$ cat config.mk
export PLATFORM = sky130hd
export DESIGN_NAME = mem_dma_initiator
export DESIGN_NICKNAME = d
export VERILOG_FILES = /design/src/rtl/mem_dma_initiator.sv
export SDC_FILE = /design/constraint.sdc
export NUM_CORES = 1
export LEC_CHECK = 0
export ABC_AREA = 1
export CORE_MARGIN = 2
export CORE_UTILIZATION = 55
export CTS_CLUSTER_SIZE = 16
export DETAILED_ROUTE_END_ITERATION = 8
export GPL_ROUTABILITY_DRIVEN = 0
export HOLD_SLACK_MARGIN = 0.05
export PLACE_DENSITY = 0.95
export REMOVE_ABC_BUFFERS = 1
export SLEW_MARGIN = 25
export SYNTH_ARGS = -nofsm -noshare
export SYNTH_HDL_FRONTEND = slang
export SYNTH_SLANG_ARGS = --single-unit
$ cat constraint.sdc
create_clock -name clk -period 5.7 [get_ports clk]
set_input_delay 0.855 -clock clk [delete_from_list [all_inputs] [get_ports clk]]
set_output_delay 0.855 -clock clk [all_outputs]
set_load 0.05 [all_outputs]
$ cat src/rtl/mem_dma_initiator.sv
// Word-by-word memory copy initiator on the vproc request/response bus.
// One read then one write per word; faults on bus error, timeout or misalignment.
module mem_dma_initiator #(
    parameter int MEM_W          = 32,
    parameter int LEN_W          = 16,
    parameter int TIMEOUT_CYCLES = 1024
) (
    input  logic               clk,
    input  logic               rst,
    input  logic               start,
    input  logic [31:0]        src_addr,
    input  logic [31:0]        dst_addr,
    input  logic [LEN_W-1:0]   len_words,
    output logic               busy,
    output logic               done,
    output logic               error,
    output logic [1:0]         err_code,
    output logic [31:0]        err_addr,
    output logic [LEN_W-1:0]   words_done,
    output logic               mem_req_o,
    output logic [31:0]        mem_addr_o,
    output logic               mem_we_o,
    output logic [MEM_W/8-1:0] mem_be_o,
    output logic [MEM_W-1:0]   mem_wdata_o,
    input  logic               mem_rvalid_i,
    input  logic               mem_err_i,
    input  logic [MEM_W-1:0]   mem_rdata_i
);

    localparam int CNT_W = $clog2(TIMEOUT_CYCLES);
    localparam logic [CNT_W-1:0] CNT_MAX = CNT_W'(TIMEOUT_CYCLES - 1);
    localparam logic [31:0] STEP = 32'(MEM_W / 8);

    localparam logic [2:0] S_IDLE    = 3'd0;
    localparam logic [2:0] S_RD_REQ  = 3'd1;
    localparam logic [2:0] S_RD_WAIT = 3'd2;
    localparam logic [2:0] S_WR_REQ  = 3'd3;
    localparam logic [2:0] S_WR_WAIT = 3'd4;
    localparam logic [2:0] S_DONE    = 3'd5;
    localparam logic [2:0] S_FAULT   = 3'd6;

    logic [2:0]       state;
    logic [2:0]       nxt;
    logic [31:0]      cur_src;
    logic [31:0]      cur_dst;
    logic [31:0]      src_nxt;
    logic [31:0]      dst_nxt;
    logic [LEN_W-1:0] remaining;
    logic [CNT_W-1:0] cnt;
    logic             misal;
    logic             accept;
    logic             in_wait;
    logic             timed_out;
    logic             wr_ok;

    always_comb begin
        misal     = (src_addr[1:0] != 2'b00) || (dst_addr[1:0] != 2'b00);
        accept    = (state == S_IDLE) && start;
        in_wait   = (state == S_RD_WAIT) || (state == S_WR_WAIT);
        timed_out = in_wait && !mem_err_i && !mem_rvalid_i && (cnt == CNT_MAX);
        wr_ok     = (state == S_WR_WAIT) && mem_rvalid_i && !mem_err_i;

        nxt = state;
        case (state)
            S_IDLE: begin
                if (start) begin
                    if (misal)
                        nxt = S_FAULT;
                    else if (len_words == '0)
                        nxt = S_DONE;
                    else
                        nxt = S_RD_REQ;
                end
            end
            S_RD_REQ:  nxt = S_RD_WAIT;
            S_RD_WAIT: begin
                if (mem_err_i || timed_out)
                    nxt = S_FAULT;
                else if (mem_rvalid_i)
                    nxt = S_WR_REQ;
            end
            S_WR_REQ:  nxt = S_WR_WAIT;
            S_WR_WAIT: begin
                if (mem_err_i || timed_out)
                    nxt = S_FAULT;
                else if (mem_rvalid_i)
                    nxt = (remaining == LEN_W'(1)) ? S_DONE : S_RD_REQ;
            end
            default:   nxt = S_IDLE;
        endcase

        src_nxt = cur_src;
        dst_nxt = cur_dst;
        if (accept && !misal && (len_words != '0)) begin
            src_nxt = src_addr;
            dst_nxt = dst_addr;
        end else if (wr_ok) begin
            src_nxt = cur_src + STEP;
            dst_nxt = cur_dst + STEP;
        end
    end

    always_ff @(posedge clk) begin
        if (!rst) begin
            state       <= S_IDLE;
            cur_src     <= '0;
            cur_dst     <= '0;
            remaining   <= '0;
            cnt         <= '0;
            busy        <= 1'b0;
            done        <= 1'b0;
            error       <= 1'b0;
            err_code    <= 2'd0;
            err_addr    <= '0;
            words_done  <= '0;
            mem_req_o   <= 1'b0;
            mem_addr_o  <= '0;
            mem_we_o    <= 1'b0;
            mem_be_o    <= '0;
            mem_wdata_o <= '0;
        end else begin
            state   <= nxt;
            cur_src <= src_nxt;
            cur_dst <= dst_nxt;
            cnt     <= (in_wait && nxt == state) ? cnt + 1'b1 : '0;

            busy  <= (nxt == S_RD_REQ) || (nxt == S_RD_WAIT) ||
                     (nxt == S_WR_REQ) || (nxt == S_WR_WAIT);
            done  <= (nxt == S_DONE);
            error <= (nxt == S_FAULT);

            // Bus outputs are driven only for the single REQ cycle.
            mem_req_o   <= (nxt == S_RD_REQ) || (nxt == S_WR_REQ);
            mem_we_o    <= (nxt == S_WR_REQ);
            mem_be_o    <= ((nxt == S_RD_REQ) || (nxt == S_WR_REQ)) ? '1 : '0;
            mem_addr_o  <= (nxt == S_RD_REQ) ? src_nxt :
                           (nxt == S_WR_REQ) ? dst_nxt : '0;
            mem_wdata_o <= (nxt == S_WR_REQ) ? mem_rdata_i : '0;

            if (accept) begin
                if (misal) begin
                    err_code <= 2'd3;
                    err_addr <= (src_addr[1:0] != 2'b00) ? src_addr : dst_addr;
                end else if (len_words != '0) begin
                    err_code   <= 2'd0;
                    err_addr   <= '0;
                    words_done <= '0;
                    remaining  <= len_words;
                end
            end

            if (in_wait && nxt == S_FAULT) begin
                err_code <= mem_err_i ? 2'd1 : 2'd2;
                err_addr <= (state == S_RD_WAIT) ? cur_src : cur_dst;
            end

            if (wr_ok) begin
                words_done <= words_done + 1'b1;
                remaining  <= remaining - 1'b1;
            end
        end
    end

endmodule

Word-level counts from Yosys, hierarchy flattened:

Index checks and enable logic that the tools add are counted.

* logic and storage cells: 103
* bits in registers: 216
* input port bits: 117
* output and inout bits: 123

* add/sub/neg operators: 5
* multiplexer cells: 35
* eq/ne operators: 14
* reduce and logical (&&, ||, !) cells: 33

Operators by type and width (count)
* $mux 32: 12
* $mux 16: 8
* $add 32x3->32 const B: 2
* $mux 3: 8
* $add 16x1->16 const B: 1
* $eq 16x1->1 const B: 1
* $logic_not 16->1: 1
* $reduce_bool 16->1: 1
* $sub 16x1->16 const B: 1
* $pmux 3 s5: 1
* $eq 3x2->1 const B: 4
* $eq 3x3->1 const B: 4
* $add 10x1->10 const B: 1
* $eq 10x10->1 const B: 1
* $logic_and 1x1->1: 10
* $mux 2: 5
* $reduce_bool 2->1: 5
* $logic_or 1x1->1: 7
* $eq 3x1->1 const B: 2
* $reduce_and 2->1: 3
* $mux 4: 1
* $eq 3x3->1: 1
* $logic_not 1->1: 3
* $logic_not 3->1: 1
* 3 further kinds: 3

Depth between registers and ports, before layout:

Gate-level depths: netlist of the first run.

* depth in word-level cells: 12
* gate-level depth with buffers: 14
* mapped depth without buffers: 14

Worst setup path after synthesis of the first run:

No wires, ideal clock.

* path type: input-to-reg
* start: input src_addr[0]
* end: register err_addr[10]
* arrival: 2.091 ns
* setup slack: 3.499 ns
* library setup time: 0.110 ns
* data required time: 5.590 ns
* stages on the path: 8
* buffers on the path: 2
* cells stage by stage: nor2_1 buf_2 clkbuf_1 mux2_2 nand2_1 nand3_1 nand2_1 inv_1

* longest elaborated chain between the ends: 9
* elaborated cells between the ends (all ways): 14
* classes of those cells: 1 x eq/ne; 7 x mux; 6 x reduce/logical

Ends and longest elaborated chain
* from (decl): line 11 `input logic [31:0] src_addr,`
* $reduce_bool 2->1 *: line 57, 143
* $logic_or 1x1->1: line 57 `misal = (src_addr[1:0] != 2'b00) || (dst_addr[1:0] != 2'b00);`
* $mux 3: line 67 `if (misal)`
* $mux 3: line 66 `if (start) begin`
* $pmux 3 s5: line 64 `case (state)`
* $eq 3x3->1: line 152 `if (in_wait && nxt == S_FAULT) begin`
* $logic_and 1x1->1: line 152
* $reduce_bool 3->1 (no line) or $reduce_bool 2->1 (tied branches)
* $reduce_and 2->1 (no line)
* to (signal assigned): line 143 `err_addr <= (src_addr[1:0] != 2'b00) ? src_addr : dst_addr;`
* to (signal assigned): line 154 `err_addr <= (state == S_RD_WAIT) ? cur_src : cur_dst;`
* to (decl): line 18 `output logic [31:0] err_addr,`

Every way passes the cells marked *; elsewhere a longest branch is shown, timed or not. The select of a mux whose other input is x is not followed.
A chain may end at the register's enable or synchronous reset.

Worst setup path in the final report of the first run:

* start: input src_addr[0]
* end: register remaining[1]

* longest elaborated chain between the ends: 4

Ends and longest elaborated chain
* $reduce_bool 2->1: line 57
* $logic_or 1x1->1: line 57
* $ne 2x1->1 (no line)
* $reduce_and 3->1 (no line)
* to (signal assigned): line 148 `remaining <= len_words;`
* to (signal assigned): line 159 `remaining <= remaining - 1'b1;`
* to (decl): line 48 `logic [LEN_W-1:0] remaining;`

No other way between the ends.

==> metrics.md, run 1 <==
| Metric | Value |
|---|---|
| Status | finished clean |
| Initial antenna violation count | 0 |
| Core area | 20360 um^2 |
| Final ANT Viol Nets | 0 |
| Synthesized area | 11470 um^2 |
| Cell Area, Placed | ~14000 um^2 |
| Top delay family on crit path | buffers and inverters |
| Setup_tns | 0 ns |
| Ant diodes | 0 |
| Maxcap violations | 0 |
| Seq/Total Area, Yosys | 36.99% |
| Cells along the critical path | clkdlybuf4s50_1 -> nor2_4 -> buf_4 -> nand3_1 -> nor2_1 -> nand2_2 -> inv_2 -> nor2_4 -> clkinv_1 -> o22ai_1 -> inv_1 -> a21oi_1 |
| CP required | 6.07 ns |
| Final hold viol count | 0 |
| CP Max Fanout | 42 |
| Post-synth ARST share | 0% |
| H-tree depth | 1 |
| Clock power share | 40.0% |
| Clock transition at path regs | roughly 0.06 ns |
| Period utilization | between 60 and 70% |
| Top-area cell type share of the netlist area | 36.99% |
| Cell taking the most area after synthesis | dfxtp_1 |
| Sequential share of power | slightly above 40% |
| Slew headroom | 28.94% |
| Post-CTS Setup Bufs | 0 |
| Syn Inst Count | 1746 |
| Pleak | 6.309 nW |
| FMAX | 0.2770 GHz |
| # rows | 52 |
| Most frequent cell after synthesis | nand2_1 |
| Area Growth Syn to Fin | 27.96% |
| HP Class | flip-flop to flip-flop |
| Total congestion overflow | 0 |
| Vias in the first global route | between 10000 and 15000 |
| Drt wl/cell | roughly 17 um |
| Final instance area | around 15000 um^2 |
| Crit Path Class | primary input to flip-flop |
| Residual DRC count | 0 |
| Die span in y | 148.4 um |
| Top cells by count, synth | nand2_1, inv_1, dfxtp_1, nand3_1, nor2_1 |
| Max Slew Vio Count | 0 |
| P_sw | 1.164 mW |
| Crit path buf inv count | 5 |
| Fill cells | ~1500 |
| Die area | 22030 um^2 |
| Share of cells above drive strength 1 | 5.783% |
| PwrDens | 262.9 nW/um^2 |
| First-pass GRT wire length | 59180 um |
| Worst VDD drop | 0.2531 mV |
| Synthesis warning total | 0 |
| Startpoint types | primary input |
| Least-Margin Pin Slew | 1.063 ns |
| Initial core utilization | approximately 56% |
| CTS Buf Count | 23 |
| Worst path most repeated cell | nor2_4 |
| Min Tclk post-route | 3.610 ns |
| Syn Area/Cell | 6.571 um^2 |
| Net switching fraction of the power | 30.16% |
| Pin count of the biggest net entering global routing | slightly below 100 |
| Clk buf depth | 3 |
| Synth Flop Type | dfxtp_1 |
| DR iter-0 viols | 1734 |
| Synthesized flop and latch total | ~210 |
| Input/output buffers | 239 |
| Synth top area cells | dfxtp_1, nand2_1, nand3_1 |
| Die W | ~150 um |
| RSZ-0062 raised after global routing | no |
| CTS root buffer | clkbuf_16 |
| Final setup vio count | 0 |
| Slowest CP cell | inv_2 |
| Internal power | 2.696 mW |
| Crit path largest cell delay | 0.69 ns |
| Final Net Count | 2061 |
| Comb pwr share | 19.3% |
| Vias | 12780 |
| Final wirelength | 37340 um |
| # hold bufs at CTS | 0 |
| EDFF count, synth | 0 |
| Gr usage total | between 30% and 40% |
| Vias per cell | 5.744 |
| Ports | 240 |
| Critical path arrival | 3.98 ns |
| Clk sinks | between 200 and 250 |
| DP HPWL | approximately 26000 um |
| DRT Pass-1 Iters | 9 |
| TritonCTS clock tree | built |
| Post-CTS Resized | 0 |
| Crit path capture type | flip-flop |
| Distinct cell type count of the synthesized netlist | 49 |
| Setup skew after layout | 0.008749 ns |
| Clock latency on the worst-skew pair | around 0.52 ns |
## routing by layer
metal | routed length, um | GRT usage, % | up-vias
met5 | 0 | 0 | -
met4 | 2028 | 16.71 | 0
met3 | 4904 | 8.282 | 168
met2 | 16860 | 53.98 | 923
met1 | 13540 | 40.03 | 5723
li1 | - | - | 5961
## registers in the layout, summed over array words and instances, names as in the netlist, 3 cells and up
name / flops
state: 3
words_done: 16
mem_wdata_o: 32
cur_dst: 32
err_addr: 32
mem_addr_o: 32
cur_src: 32
remaining: 16
cnt: 10
## path summary, 6_finish.rpt
check	from	end	slack, ns	cells past startpoint
max	src_addr[0]	remaining[1]	2.09	12
min	cnt[0]	cnt[0]	0.44	1
max reg2reg	state[1]	err_addr[17]	2.44	11
min reg2reg	cnt[0]	cnt[0]	0.44	1
## layout by cell type, fill, tap and decap left out, types with 4 or more instances in the layout
| master | synthesis | final |
|---|---|---|
| clkbuf_1 | 29 | 4 |
| clkbuf_16 | 0 | 23 |
| a211oi_1 | 4 | 4 |
| a221oi_1 | 4 | 4 |
| ha_1 | 6 | 6 |
| inv_2 | 9 | 9 |
| nand3_1 | 204 | 204 |
| o21ai_0 | 98 | 98 |
| nor2_2 | 4 | 5 |
| nand3b_1 | 7 | 7 |
| nor2_1 | 167 | 165 |
| xor2_1 | 35 | 35 |
| o211ai_1 | 11 | 11 |
| inv_1 | 227 | 227 |
| clkinv_2 | 0 | 4 |
| o31ai_1 | 4 | 4 |
| a21oi_1 | 38 | 38 |
| buf_4 | 7 | 8 |
| nor2_4 | 4 | 5 |
| a22o_1 | 4 | 4 |
| nand3_2 | 6 | 5 |
| o21ai_1 | 12 | 12 |
| nor3_1 | 38 | 38 |
| or2_2 | 8 | 8 |
| dfxtp_1 | 212 | 212 |
| o22ai_1 | 4 | 4 |
| xnor2_1 | 10 | 10 |
| nand4_1 | 29 | 29 |
| nand2_2 | 4 | 5 |
| clkdlybuf4s50_1 | 0 | 238 |
| mux2_2 | 23 | 23 |
| nand2_1 | 463 | 462 |
| a31oi_1 | 7 | 7 |
## through the flow
step	hold WS, ns	util (%)	setup WS (ns)	std cells	power, mW
final	0.4420	72.09	2.090	2224	3.860
after global routing	0.4611	72.09	1.911	2224	3.987
after CTS	0.4475	72.06	2.089	2224	3.853
after detailed placement	0.4386	68.25	1.754	2183	2.325
after global placement	0.4288	68.25	1.858	2183	2.307
after floorplan	0.4176	-	0.2315	1666	2.023
## kinds of logic (layout without fill, tap and decap cells)
family | Yosys count | after routing | share of synthesized area, %
compound gates | 194 | 194 | 9.498
flops | 212 | 212 | 36.99
fa+ha+maj | 6 | 6 | 0.6543
simple gates | 946 | 946 | 35.83
buf+inv | 318 | 526 | 11.16
xor+xnor | 45 | 45 | 3.435
mux | 25 | 25 | 2.432
## worst register-to-register path, delay by kind of cell (launching register included)
| family | cells | cell delay (ns) |
|---|---|---|
| DFF | 1 | 0.52 |
| buffers and inverters | 1 | 0.05 |
| and+or+nand+nor | 10 | 2.56 |
## power by group through the flow
stage / clock network [mW] / logic (mW) / registers [mW]
after global placement: 0 / 0.707 / 1.60
final: 1.54 / 0.744 / 1.57
after detailed placement: 0 / 0.723 / 1.60
after floorplan: 0 / 0.314 / 1.71
after CTS: 1.55 / 0.731 / 1.57
after global routing: 1.62 / 0.796 / 1.58
## cell type report
cell class                 instances  area [um^2]  area share, %
inverter                         238        893.4          6.085
timing repair buffer             247         2447          16.67
tap                              270        337.8          2.301
clock inverter                    11        142.6         0.9715
clock buffer                      30        631.9          4.304
sequential                       212         4244          28.91
multi-input combinational       1216         5984          40.76
(Power assumes the default switching activity.)
==> inputs of run 2 (changes only) <==
CORE_UTILIZATION = 52   (was 55)
PLACE_DENSITY = 0.92   (was 0.95)
clock period = 3.6 ns   (was 5.7 ns; I/O delays follow)
==> metrics.md, run 2 (synthesis results as in run 1) <==
| Metric | Value |
|---|---|
| Pin count of the biggest net entering global routing | 104 (+7.2%) |
| Final ANT Viol Nets | 0 (unchanged) |
| GR Layer Usage met2 | 51.57% (-2.4 points) |
| Startpoint types | flip-flop |
| GRT Max-Usage Layer | met2 |
| Input/output buffers | 239 (unchanged) |
| FMAX | 0.3441 GHz |
| Initial antenna violation count | 0 (unchanged) |
| Final Net Count | 2073 (+0.58%) |
| Failing checks | DRC |
| H-tree depth | 1 (unchanged) |
| Clk buf depth | 3 (unchanged) |
| Vias per cell | 5.666 (-1.4%) |
| RSZ-0062 raised after global routing | no |
| Post-CTS Setup Bufs | 0 (unchanged) |
| Final wirelength | 37280 um (-0.15%) |
| Slew headroom | 39.29% (+10 points) |
| Post-CTS Resized | 0 (unchanged) |
| Status | finished, violations left |
| Clock latency on the worst-skew pair | 0.52 ns (about the same) |
| DR iter-0 viols | 1492 (-14%) |
| DP HPWL | 26270 um (+1.6%) |
| Multi-input gate area | 5977 um^2 (-0.13%) |
| DRT Pass-1 Iters | 9 (unchanged) |
| Setup skew after layout | 0.01043 ns (+0.001685 ns) |
| Ant diodes | 0 (unchanged) |
| # rows | 54 (+3.8%) |
| Setup_tns | 0 ns (unchanged) |
| Total congestion overflow | 0 (unchanged) |
| Area Growth Syn to Fin | 28.19% |
| Die span in y | 152.5 um (+2.8%) |
| Most frequent cells in the layout | nand2_1, clkdlybuf4s50_1, inv_1, dfxtp_1, nand3_1 |
| # hold bufs at CTS | 0 (unchanged) |
| Initial core utilization | 52.74% (-3.6 points) |
| Vias | 12720 (-0.47%) |
| Vias in the first global route | 12120 (-1.2%) |
| Critical path arrival | 3.32 ns (-0.66 ns) |
| Register Area | 4244 um^2 (unchanged) |
| Final setup vio count | 0 (unchanged) |
| CP required | 4.01 ns (-2.06 ns) |
| Crit path capture type | flip-flop |
| Die area | 23270 um^2 (+5.6%) |
| HP Class | flip-flop to flip-flop |
| Drt wl/cell | 16.61 um (-1.0%) |
| Crit Path Class | flip-flop to flip-flop |
| Least-Margin Pin Slew | 0.9036 ns (-0.1598 ns) |
| Residual DRC count | 1 (+1) |
| Die W | 152.5 um (+2.8%) |
| CTS Buf Count | 23 (unchanged) |
| Ports | 240 (unchanged) |
| Fill cells | 1736 (+15%) |
| Final hold viol count | 0 (unchanged) |
| CTS root buffer | clkbuf_16 |
| First-pass GRT wire length | 59520 um (+0.57%) |
| Min Tclk post-route | 2.906 ns |
| Final worst setup slack | 0.6939 ns (-1.396 ns) |
| Clk sinks | 212 (unchanged) |
| Grt met3 use | 8.788% (+0.51 points) |
| Clock transition at path regs | 0.06 ns (about the same) |
| Period utilization | 80.72% |
| Core area | 21760 um^2 (+6.8%) |
| Worst VDD drop | 0.3579 mV (+41%) |
| Pleak | 6.333 nW (+0.38%) |
| Post-Place Setup Slack | 0.4672 ns (-1.287 ns) |
| Maxcap violations | 0 (unchanged) |
| GR Layer Usage met1 | 36.34% (-3.7 points) |
| Max Slew Vio Count | 0 (unchanged) |
| PwrDens | 402.3 nW/um^2 (+53%) |
| TritonCTS clock tree | built |
| WHS | 0.4545 ns (+0.01249 ns) |
| Leading cell type in the layout, fill and taps excluded | nand2_1 |
| CP Max Fanout | 35 (-17%) |
| Gr usage total | 30.70% (-2.2 points) |
| Share of cells above drive strength 1 | 6.008% (+0.23 points) |
[run 2: cell types whose count changed in the layout (fill, tap and decap cells not counted), sizes merged]
| cell | change |
|---|---|
| buf | +12 |
| clkbuf | +4 |
| clkinv | -3 |
| bufinv | -2 |
| clkinvlp | -1 |
[run 2: power breakdown]
part / total, mW / switching, mW / leakage, nW / internal, mW
combinational: 1.19 / 0.787 / 4.28 / 0.402
clock: 2.24 / 0.948 / 0.335 / 1.29
sequential: 2.49 / 0.0628 / 1.71 / 2.43
[run 2: metrics by stage]
step / instance area (um^2) / power, mW / instances / utilization [%]
final: 14710 / 5.917 / 2244 / 67.60
after global routing: 14710 / 6.127 / 2244 / 67.60
after CTS: 14710 / 5.904 / 2244 / 67.60
after detailed placement: 14010 / 3.698 / 2205 / 64.42
after global placement: 14010 / 3.658 / 2205 / 64.42
after floorplan: 11090 / 3.203 / 1666 / -
[run 2: final timing paths]
check | from | end | slack, ns | depth (start not counted)
setup / recovery | cnt[0] | err_addr[15] | 0.69 | 12
hold / removal | cur_src[1] | cur_src[1] | 0.45 | 2
setup reg to reg | cnt[0] | err_addr[15] | 0.69 | 12
hold reg to reg | cur_src[1] | cur_src[1] | 0.45 | 2
[run 2: area by class of cell]
| type | count | share of cell area (%) |
|---|---|---|
| sequential | 212 | 28.86 |
| timing repair buffer | 259 | 17.34 |
| clock inverter | 5 | 0.3828 |
| multi-input combinational | 1216 | 40.64 |
| clock buffer | 34 | 4.330 |
| inverter | 238 | 6.074 |
| tap | 280 | 2.382 |
[run 2: routing by layer]
layer  part of all wire, %  wire, um
met1                    37     13700
met2                    46     17060
met3                    12      4572
met4                   5.2      1941
met5                     0         0
[run 2: worst max-delay path, stage by stage, from the launching register on]
cell and delay, ns:
dfxtp_1 0.36, ha_1 0.21, nand3_1 0.17, nor2_2 0.22, nand3_2 0.13, nand3_1 0.10, nand2_1 0.12, nand2_2 0.17
nand3_2 0.68, nand3_1 0.35, nand3_1 0.12, nand2_1 0.09, inv_1 0.04
